### config.mk
export PLATFORM = sky130hd
export DESIGN_NAME = nec_ir_tx
export DESIGN_NICKNAME = d
export VERILOG_FILES = /design/src/rtl/nec_ir_tx.sv
export SDC_FILE = /design/constraint.sdc
export NUM_CORES = 1
export LEC_CHECK = 0
export ABC_CLOCK_PERIOD_IN_PS = 8650
export CAP_MARGIN = 20
export CORE_UTILIZATION = 50
export CTS_BUF_LIST = sky130_fd_sc_hd__clkbuf_4 sky130_fd_sc_hd__clkbuf_8
export CTS_CLUSTER_SIZE = 20
export DETAILED_ROUTE_END_ITERATION = 16
export HOLD_SLACK_MARGIN = 0.12
export PLACE_DENSITY = 0.68
export SYNTH_ARGS = -nofsm -noshare
export SYNTH_HDL_FRONTEND = slang
export SYNTH_SLANG_ARGS = --single-unit
### constraint.sdc
create_clock -name clk -period 8.65 [get_ports clk]
set_clock_uncertainty 0.2 [all_clocks]
set_input_delay 1.73 -clock clk [delete_from_list [all_inputs] [get_ports clk]]
set_output_delay 1.73 -clock clk [all_outputs]
set_load 0.005 [all_outputs]
### src/rtl/nec_ir_tx.sv
// NEC infrared transmitter: leader, addr, ~addr, cmd, ~cmd, stop mark, then an idle gap.
// Optional repeat-code support is enabled with `define NEC_IR_TX_REPEAT_EN.
module nec_ir_tx #(
  parameter int UNIT_CYCLES  = 28125,
  parameter int CARRIER_HALF = 658,
  parameter int GAP_UNITS    = 72
) (
  input  logic       clk,
  input  logic       reset,
  input  logic       tx_valid,
  input  logic [7:0] tx_addr,
  input  logic [7:0] tx_cmd,
`ifdef NEC_IR_TX_REPEAT_EN
  input  logic       tx_repeat,
`endif
  output logic       tx_ready,
  output logic       busy,
  output logic       done,
  output logic       ir_env,
  output logic       ir_out
);

  localparam int MAX_A = (UNIT_CYCLES > 2 * CARRIER_HALF) ? UNIT_CYCLES : 2 * CARRIER_HALF;
  localparam int MAX_B = (GAP_UNITS > 16) ? GAP_UNITS : 16;
  localparam int MAX_V = (MAX_A > MAX_B) ? MAX_A : MAX_B;
  localparam int CW    = $clog2(MAX_V + 1);

  localparam logic [CW-1:0] UNIT_LAST   = CW'(UNIT_CYCLES - 1);
  localparam logic [CW-1:0] CARR_LAST   = CW'(2 * CARRIER_HALF - 1);
  localparam logic [CW-1:0] CARR_HALF_V = CW'(CARRIER_HALF);

  typedef enum logic [2:0] {
    IDLE       = 3'd0,
    LEAD_MARK  = 3'd1,
    LEAD_SPACE = 3'd2,
    BIT_MARK   = 3'd3,
    BIT_SPACE  = 3'd4,
    STOP_MARK  = 3'd5,
    GAP        = 3'd6
`ifdef NEC_IR_TX_REPEAT_EN
    , REP_SPACE = 3'd7
`endif
  } state_t;

  state_t        state_q, state_d;
  logic [CW-1:0] unit_q, unit_d;
  logic [CW-1:0] units_q, units_d;
  logic [CW-1:0] carr_q, carr_d;
  logic [5:0]    bit_q, bit_d;
  logic [31:0]   shreg_q, shreg_d;
  logic          tx_ready_q, tx_ready_d;
  logic          busy_q, busy_d;
  logic          done_q, done_d;
  logic          ir_env_q, ir_env_d;
  logic          ir_out_q, ir_out_d;
`ifdef NEC_IR_TX_REPEAT_EN
  logic          rep_q, rep_d;
`endif

  logic          unit_tick_s;
  logic          state_end_s;
  logic [CW-1:0] seg_units_s;

  function automatic logic [CW-1:0] seg_units(input state_t s, input logic cur_bit);
    case (s)
      LEAD_MARK:  return CW'(16);
      LEAD_SPACE: return CW'(8);
      BIT_MARK:   return CW'(1);
      BIT_SPACE:  return cur_bit ? CW'(3) : CW'(1);
      STOP_MARK:  return CW'(1);
      GAP:        return CW'(GAP_UNITS);
`ifdef NEC_IR_TX_REPEAT_EN
      REP_SPACE:  return CW'(4);
`endif
      default:    return CW'(1);
    endcase
  endfunction

  function automatic logic is_mark(input state_t s);
    return (s == LEAD_MARK) || (s == BIT_MARK) || (s == STOP_MARK);
  endfunction

  // Next-state, counters and the registered-output precomputation.
  always_comb begin
    state_d     = state_q;
    unit_d      = unit_q;
    units_d     = units_q;
    bit_d       = bit_q;
    shreg_d     = shreg_q;
`ifdef NEC_IR_TX_REPEAT_EN
    rep_d       = rep_q;
`endif
    seg_units_s = seg_units(state_q, shreg_q[0]);
    unit_tick_s = (unit_q == UNIT_LAST);
    state_end_s = unit_tick_s && (units_q == seg_units_s - CW'(1));

    if (state_q == IDLE) begin
      unit_d  = {CW{1'b0}};
      units_d = {CW{1'b0}};
      bit_d   = 6'd0;
      if (tx_valid && tx_ready_q) begin
        state_d = LEAD_MARK;
        shreg_d = {~tx_cmd, tx_cmd, ~tx_addr, tx_addr};
`ifdef NEC_IR_TX_REPEAT_EN
        rep_d   = tx_repeat;
`endif
      end else begin
        state_d = IDLE;
      end
    end else begin
      unit_d = unit_tick_s ? {CW{1'b0}} : unit_q + CW'(1);
      if (state_end_s) begin
        units_d = {CW{1'b0}};
      end else if (unit_tick_s) begin
        units_d = units_q + CW'(1);
      end else begin
        units_d = units_q;
      end

      if (state_end_s) begin
        case (state_q)
          LEAD_MARK: begin
`ifdef NEC_IR_TX_REPEAT_EN
            state_d = rep_q ? REP_SPACE : LEAD_SPACE;
`else
            state_d = LEAD_SPACE;
`endif
          end
          LEAD_SPACE: state_d = BIT_MARK;
          BIT_MARK:   state_d = BIT_SPACE;
          BIT_SPACE: begin
            shreg_d = {1'b0, shreg_q[31:1]};
            if (bit_q == 6'd31) begin
              state_d = STOP_MARK;
            end else begin
              bit_d   = bit_q + 6'd1;
              state_d = BIT_MARK;
            end
          end
`ifdef NEC_IR_TX_REPEAT_EN
          REP_SPACE:  state_d = STOP_MARK;
`endif
          STOP_MARK:  state_d = GAP;
          GAP:        state_d = IDLE;
          default:    state_d = IDLE;
        endcase
      end else begin
        state_d = state_q;
      end
    end

    // Carrier phase restarts on every mark entry so each mark begins with a high half-period.
    ir_env_d = is_mark(state_d);
    if (!ir_env_d || (state_d != state_q)) begin
      carr_d = {CW{1'b0}};
    end else if (carr_q == CARR_LAST) begin
      carr_d = {CW{1'b0}};
    end else begin
      carr_d = carr_q + CW'(1);
    end
    ir_out_d   = ir_env_d && (carr_d < CARR_HALF_V);
    done_d     = (state_d == GAP) && (state_q != GAP);
    tx_ready_d = (state_d == IDLE);
    busy_d     = (state_d != IDLE);
  end

  // State and output registers with synchronous reset.
  always_ff @(posedge clk) begin
    if (reset) begin
      state_q    <= IDLE;
      unit_q     <= {CW{1'b0}};
      units_q    <= {CW{1'b0}};
      carr_q     <= {CW{1'b0}};
      bit_q      <= 6'd0;
      shreg_q    <= 32'd0;
      tx_ready_q <= 1'b1;
      busy_q     <= 1'b0;
      done_q     <= 1'b0;
      ir_env_q   <= 1'b0;
      ir_out_q   <= 1'b0;
`ifdef NEC_IR_TX_REPEAT_EN
      rep_q      <= 1'b0;
`endif
    end else begin
      state_q    <= state_d;
      unit_q     <= unit_d;
      units_q    <= units_d;
      carr_q     <= carr_d;
      bit_q      <= bit_d;
      shreg_q    <= shreg_d;
      tx_ready_q <= tx_ready_d;
      busy_q     <= busy_d;
      done_q     <= done_d;
      ir_env_q   <= ir_env_d;
      ir_out_q   <= ir_out_d;
`ifdef NEC_IR_TX_REPEAT_EN
      rep_q      <= rep_d;
`endif
    end
  end

  assign tx_ready = tx_ready_q;
  assign busy     = busy_q;
  assign done     = done_q;
  assign ir_env   = ir_env_q;
  assign ir_out   = ir_out_q;

endmodule

==> impl_metrics.py, run 1 <==
metrics = {
    "global_routing": {
        "grt_overflow": 0,
        "grt_pass1_vias": 3350,
        "grt_max_degree": 50,
        "grt_pass1_wl_microns": 15200,
        "antenna_found_initial": 0,
        "track_usage": 0.193,
    },
    "worst_setup_path": {
        "r2r_cells": 13,
        "worst-path-buf-inv": 1,
        "critical_path_depth": 13,
        "crit_chain": "or3b_1, nand2_1, ha_1, nand3_1, inv_1, ha_1, xnor2_1, nor4_1, o2111ai_1, nor4_1, o21a_2, mux2i_1, nor2_1",
        "crit_arrival_ns": 4.44,
        "endpoint_kind": "register",
        "slowest_delay_ns": 0.82,
        "cp_top_family": "simple AND/OR/NAND/NOR gates",
        "slowest_stage": "o21a_2",
        "crit_path_max_fanout": 48,
        "cp-start-kind": "register",
        "r2r_start": "state_q[0]$_SDFF_PP0_",
        "crit_path_start": "state_q[0]$_SDFF_PP0_",
        "worstPathRequired_ns": 8.69,
        "critPathKind": "reg -> reg",
    },
    "power_and_ir_drop": {
        "pwr-share-seq": 0.512,
        "power_switching_w": 0.000241,
        "p_int_w": 0.000642,
        "clkPwrFrac": 0.350,
        "ir_drop_mv": 0.0908,
        "leakagePower_nw": 1.82,
        "p_sw_frac": 0.273,
        "power.share.combinational": 0.138,
        "power.density_nw_per_um2": 175,
    },
    "sta": {
        "final-setup-viol-count": 0,
        "final_max_slew_viol_count": 0,
        "max_freq_mhz": 227,
        "rsz0062_at_grt": "no",
        "worstMarginPinSlew_ns": 0.999,
        "period_needed_ns": 4.40,
        "max-slew-margin-rel": 0.334,
        "setup_tns_ns": 0,
        "period_share": 0.509,
        "final-hold-violation-count": 0,
    },
    "yosys": {
        "yosys_warnings": 0,
        "synth_nets": 562,
        "syn_inst": 535,
        "synth_top_family_by_area": "simple AND/OR/NAND/NOR gates",
        "syn_area_sq_um": 4600,
        "synth_edf_count": 0,
        "synth.avg_cell_area_sq_um": 8.59,
        "synth.area.mux_share": 0.0773,
        "synth-async-reset-ratio": 0,
        "synth_cell_type_count": 62,
        "synth-xor-area-share": 0.0915,
        "synth_flop_cell": "dfxtp_1",
        "ys_seq_area_frac": 0.396,
        "synth_compound_area_frac": 0.112,
        "synthAdderAreaFrac": 0.0218,
        "yosys.area_share.simple": 0.257,
        "yosys_register_bits": 91,
    },
    "drt": {
        "vias": 3604,
        "drc": 0,
        "drt_iter0_drc": 119,
        "firstDrtPassIters": 6,
        "wl_microns": 8720,
        "wl_per_cell_microns": 13.3,
        "routed_via_density": 5.49,
        "ant_nets": 0,
    },
    "clocking": {
        "cts_resized": 0,
        "clk_pin_slew_ns": 0.09,
        "cts_made_buffers": 9,
        "cts_tree": "done",
        "cts_hold_buf": 0,
        "clk_latency_ns": 0.36,
        "root_buffer": "clkbuf_8",
        "cts_setup_buffers": 0,
        "ctsHtreeMaxLevel": 3,
        "clk_path_buf_depth": 2,
        "cts_sinks": 91,
    },
    "floorplanning": {
        "boundaryPins": 24,
        "coreArea_sq_um": 8810,
        "initial_core_util": 0.522,
        "die_w_microns": 97.9,
        "num_rows": 34,
        "dieArea_sq_um": 9580,
        "die_h_microns": 97.9,
    },
    "min_path": {
        "hp-start": "carr_q[0]$_SDFF_PP0_",
        "whs_path_depth": 1,
        "hold_path.class": "reg -> reg",
    },
    "placement": {
        "dpl.cell_count": 640,
        "portBuffers": 23,
        "gp_congestion": 0.840,
        "hpwl_microns": 5940,
    },
    "final_layout": {
        "stdcell_count": 656,
        "nNetsFinal": 570,
        "antenna_cells": 0,
        "drive_above_1_share": 0.0639,
        "fin_util": 0.573,
        "syn_to_final_growth_pct": 9.72,
    },
    "run": {
        "maxCapViolations": 0,
    },
    "outcome": {
        "status": "finished clean",
    },
}
[worst reg2reg max path, cell delays in order (launching register included)]
cell and delay, ns:
dfxtp_1 0.68, or3b_1 0.54, nand2_1 0.12, ha_1 0.29
nand3_1 0.10, inv_1 0.07, ha_1 0.23, xnor2_1 0.14
nor4_1 0.39, o2111ai_1 0.17, nor4_1 0.19, o21a_2 0.82
mux2i_1 0.30, nor2_1 0.05
[placed cells by master, fill, tap and decap left out, types with 10 or more instances in the layout]
cell type / instances
clkdlybuf4s50_1: 23
nand2_1: 25
dfxtp_1: 91
nor3_1: 10
nand3_1: 31
xnor2_1: 21
a21oi_1: 23
clkbuf_8: 10
nor2_1: 108
mux2i_1: 34
xor2_1: 27
nand4_1: 10
and3_1: 10
inv_1: 12
a211oi_1: 18
[registers in the layout (all words and copies together), names as in the netlist]
signal / flops
tx_ready: 1
done: 1
units_q: 15
ir_out: 1
busy: 1
bit_q: 6
shreg_q: 32
carr_q: 15
ir_env: 1
unit_q: 15
state_q: 3
[final cells by class]
type / count / area, sq um
clock inverters: 6 / 76.3
clock buffers: 10 / 138
inverters: 13 / 48.8
flip-flops and latches: 91 / 1820
repair buffers: 25 / 245
multi-input cells: 403 / 2580
well taps: 108 / 135
fillers: 812 / 3760
[power by group through the flow]
stage                     Combinational [W]  Clock, W  Sequential (W)
after floorplan                    0.000101         0        0.000456
after global placement             0.000120         0        0.000461
after detailed placement           0.000123         0        0.000462
after CTS                          0.000123  0.000318        0.000452
after global routing               0.000138  0.000335        0.000455
final                              0.000122  0.000309        0.000452
[metrics by stage]
step | hold WS [ns] | setup slack, ns | instance area [sq um] | power (W)
2_1_floorplan | 0.230 | 5.25 | 4600 | 0.000558
3_3_place_gp | 0.241 | 4.38 | 4830 | 0.000582
3_5_place_dp | 0.257 | 4.26 | 4830 | 0.000585
4_1_cts | 0.274 | 4.25 | 5040 | 0.000894
5_1_grt | 0.310 | 3.78 | 5040 | 0.000928
6_report | 0.273 | 4.25 | 5040 | 0.000883
[worst paths after layout]
check,slack (ns),endpoint
min,0.27,carr_q[0]$_SDFF_PP0_
max reg2reg,4.25,shreg_q[12]$_SDFFE_PP0P_
min reg2reg,0.27,carr_q[0]$_SDFF_PP0_
max,4.25,shreg_q[12]$_SDFFE_PP0P_
[cell families after synthesis]
logic type | count (synthesis)
and+or+nand+nor | 239
DFF | 91
AOI/OAI and AO/OA | 73
xor gates and xnor gates | 48
buffers and inverters | 41
muxes | 35
adders and majority gates | 8
[synthesized netlist by cell type, types with 10 or more instances]
master    number  share of area
nor2_1       108          0.088
dfxtp_1       91           0.40
mux2i_1       34          0.074
nand3_1       31          0.034
xor2_1        27          0.051
nand2_1       25          0.020
a21oi_1       23          0.025
xnor2_1       21          0.040
a211oi_1      18          0.029
clkbuf_1      16          0.013
inv_1         12         0.0098
nor3_1        11          0.012
and3_1        10          0.014
nand4_1       10          0.014
[metal layers]
layer	share of wire	track usage	wire length, microns
met5	0	0	0
met1	0.50	0.248	4330
met3	0.023	0.0494	201
met4	0.0056	0.0478	49
met2	0.48	0.322	4140
(Power assumes the default switching activity.)
==> run 2, diff against run 1 <==
--- a/config.mk
+++ b/config.mk
@@ -5,14 +5,14 @@
 export SDC_FILE = /design/constraint.sdc
 export NUM_CORES = 1
 export LEC_CHECK = 0
-export ABC_CLOCK_PERIOD_IN_PS = 8650
+export ABC_CLOCK_PERIOD_IN_PS = 3500
 export CAP_MARGIN = 20
 export CORE_UTILIZATION = 50
 export CTS_BUF_LIST = sky130_fd_sc_hd__clkbuf_4 sky130_fd_sc_hd__clkbuf_8
 export CTS_CLUSTER_SIZE = 20
 export DETAILED_ROUTE_END_ITERATION = 16
 export HOLD_SLACK_MARGIN = 0.12
-export PLACE_DENSITY = 0.68
+export PLACE_DENSITY = 0.71
 export SYNTH_ARGS = -nofsm -noshare
 export SYNTH_HDL_FRONTEND = slang
 export SYNTH_SLANG_ARGS = --single-unit
==> constraint.sdc (replaced) <==
create_clock -name clk -period 3.5 [get_ports clk]
set_clock_uncertainty 0.2 [all_clocks]
set_input_delay 0.7 -clock clk [delete_from_list [all_inputs] [get_ports clk]]
set_output_delay 0.7 -clock clk [all_outputs]
set_load 0.005 [all_outputs]
==> run 2 against run 1 <==
Global-route usage increased by 0.24 points. Via count rose by 3.5%. Count of clock-buffer cells in the layout shrank 1. Design area rose by 3.1%. Register-to-register slack worse by 4.0 ns. Routed wire length grew 3.8%. Sequential share of layout area down 1.1 points. Setup slack lost 4.0 ns. Total power up 150%. Non-clock buffer count increased by 15. Largest cell class unchanged. Largest power group unchanged.
==> impl_metrics.py, run 2 (synthesis gave the netlist of run 1 again) <==
metrics = {
    "outcome": {
        "status": "finished clean",
    },
    "sta": {
        "final-hold-violation-count": 0,
        "max_freq_mhz": 306,
        "rsz0062_at_grt": "no",
        "max-slew-margin-rel": 0.511,
        "period_needed_ns": 3.26,
        "final-setup-viol-count": 0,
        "setup_tns_ns": 0,
        "worstMarginPinSlew_ns": 0.727,
        "period_share": 0.932,
        "timing.final.ws_setup_ns": 0.237,
        "final_max_slew_viol_count": 0,
    },
    "worst_setup_path": {
        "regToRegSetupSlack_ns": 0.24,
        "crit_arrival_ns": 3.31,
        "r2r_cells": 12,
        "setup.worst_path.end": "units_q[0]$_SDFFE_PP0P_",
        "cp-start-kind": "register",
        "slowest_stage": "dfxtp_1",
        "critPathKind": "reg -> reg",
        "endpoint_kind": "register",
        "crit_path_max_fanout": 11,
        "slowest_delay_ns": 0.37,
        "r2r_start": "state_q[0]$_SDFF_PP0_",
        "r2r_end": "units_q[0]$_SDFFE_PP0P_",
        "crit_path_start": "state_q[0]$_SDFF_PP0_",
        "crit_chain": "or3b_1, nand2_1, ha_1, ha_1, xor2_2, o21a_1, o22ai_2, a211oi_2, nand2_1, nand2_1, buf_4, nor2_1",
        "cp_common_cell": "nand2_1",
        "worstPathRequired_ns": 3.55,
    },
    "global_routing": {
        "grt_pass1_wl_microns": 15500,
        "grt_max_degree": 49,
        "grt_use_met2": 0.337,
        "antenna_found_initial": 0,
        "grt_pass1_vias": 3445,
        "track_usage": 0.195,
        "met3_usage": 0.0451,
        "met1_usage": 0.248,
        "busiest_layer": "met2",
        "grt_overflow": 0,
    },
    "final_layout": {
        "largest_reg_flops": 32,
        "syn_to_final_growth_pct": 13.2,
        "final_common_cell": "nor2_1",
        "top_register": "shreg_q",
        "mostFrequentLayoutCells": "nor2_1 (108), dfxtp_1 (91), mux2i_1 (34), nand3_1 (31), xor2_1 (26)",
        "nNetsFinal": 585,
        "drive_above_1_share": 0.0977,
        "fillers": 807,
        "antenna_cells": 0,
    },
    "drt": {
        "wl_per_cell_microns": 13.5,
        "wl_microns": 9050,
        "drt_iter0_drc": 121,
        "firstDrtPassIters": 4,
        "routed_via_density": 5.56,
        "ant_nets": 0,
        "vias": 3730,
        "drc": 0,
    },
    "floorplanning": {
        "die_h_microns": 97.9,
        "num_rows": 34,
        "dieArea_sq_um": 9580,
        "boundaryPins": 24,
        "coreArea_sq_um": 8810,
        "initial_core_util": 0.522,
        "die_w_microns": 97.9,
    },
    "power_and_ir_drop": {
        "power_switching_w": 0.000590,
        "p_sw_frac": 0.272,
        "power.share.combinational": 0.158,
        "power.density_nw_per_um2": 418,
        "p_int_w": 0.00158,
        "pwr-share-seq": 0.512,
        "leakagePower_nw": 1.90,
        "ir_drop_mv": 0.254,
        "clkPwrFrac": 0.330,
    },
    "placement": {
        "gp_congestion": 0.904,
        "portBuffers": 23,
        "hpwl_microns": 6260,
        "pre_cts_slack_ns": 0.0787,
    },
    "min_path": {
        "hold_path.class": "reg -> reg",
    },
    "clocking": {
        "clk_pin_slew_ns": 0.09,
        "ctsHtreeMaxLevel": 3,
        "cts_made_buffers": 9,
        "clk_path_buf_depth": 2,
        "cts_tree": "done",
        "clk_latency_ns": 0.36,
        "cts_setup_buffers": 0,
        "cts_sinks": 91,
        "root_buffer": "clkbuf_8",
    },
    "run": {
        "maxCapViolations": 0,
    },
}
[run 2: cell count changes in the layout (fill, tap and decap cells not counted), sizes merged]
cell      delta
clkinvlp     +1
buf         +14
clkinv       +2
inv          -2
[run 2: through the flow]
stage	area, sq um	power (W)	utilization	cells	hold slack [ns]
2_1_floorplan	4600	0.00138	-	535	0.230
3_3_place_gp	4950	0.00146	0.562	654	0.244
3_5_place_dp	4950	0.00146	0.562	654	0.252
4_1_cts	5150	0.00219	0.584	670	0.274
5_1_grt	5200	0.00228	0.591	671	0.312
6_report	5200	0.00217	0.591	671	0.270
[run 2: worst min path at each step]
stage                              start                   end  slack, ns  depth (start not counted)
finish              carr_q[0]$_SDFF_PP0_  carr_q[0]$_SDFF_PP0_       0.27                          1
global route        unit_q[0]$_SDFF_PP0_  unit_q[0]$_SDFF_PP0_       0.31                          1
CTS                 carr_q[0]$_SDFF_PP0_  carr_q[0]$_SDFF_PP0_       0.27                          1
detailed placement  carr_q[0]$_SDFF_PP0_  carr_q[0]$_SDFF_PP0_       0.25                          1
global placement    carr_q[0]$_SDFF_PP0_  carr_q[0]$_SDFF_PP0_       0.24                          1
floorplan           carr_q[0]$_SDFF_PP0_  carr_q[0]$_SDFF_PP0_       0.23                          1
[run 2: layer usage]
layer  part of all wire  vias to the layer above
met4             0.0075                        0
met3              0.032                        5
met5                  0                        -
li1                   -                     1928
met1               0.46                     1745
met2               0.50                       52
[run 2: repair_timing]
action	4_1_cts	5_1_grt
gates resized for setup	0	5
setup endpoints to repair	0	60
hold buffers	0	0
[run 2: area by class of cell]
| type | instances | area (sq um) | share of cell area |
|---|---|---|---|
| multi-input combinational | 403 | 2610 | 0.501 |
| sequential | 91 | 1820 | 0.350 |
| timing repair buffer | 40 | 388 | 0.0746 |
| tap | 108 | 135 | 0.0260 |
| clock buffer | 9 | 124 | 0.0238 |
| clock inverter | 7 | 76.3 | 0.0147 |
| inverter | 13 | 48.8 | 0.00938 |
[run 2: power by group through the flow]
stage,clock network (W),logic [W],registers [W]
after floorplan,0,0.000251,0.00113
after global placement,0,0.000321,0.00113
after detailed placement,0,0.000328,0.00114
after CTS,0.000746,0.000330,0.00111
after global routing,0.000783,0.000382,0.00112
final,0.000716,0.000344,0.00111
[run 2: critical path, delay by kind of cell, from the launching register on]
family | cells | cell delay [ns]
AOI/OAI and AO/OA | 3 | 0.64
xor gates and xnor gates | 1 | 0.28
adders and majority gates | 2 | 0.52
buffers and inverters | 1 | 0.22
and+or+nand+nor | 5 | 0.91
DFF | 1 | 0.37
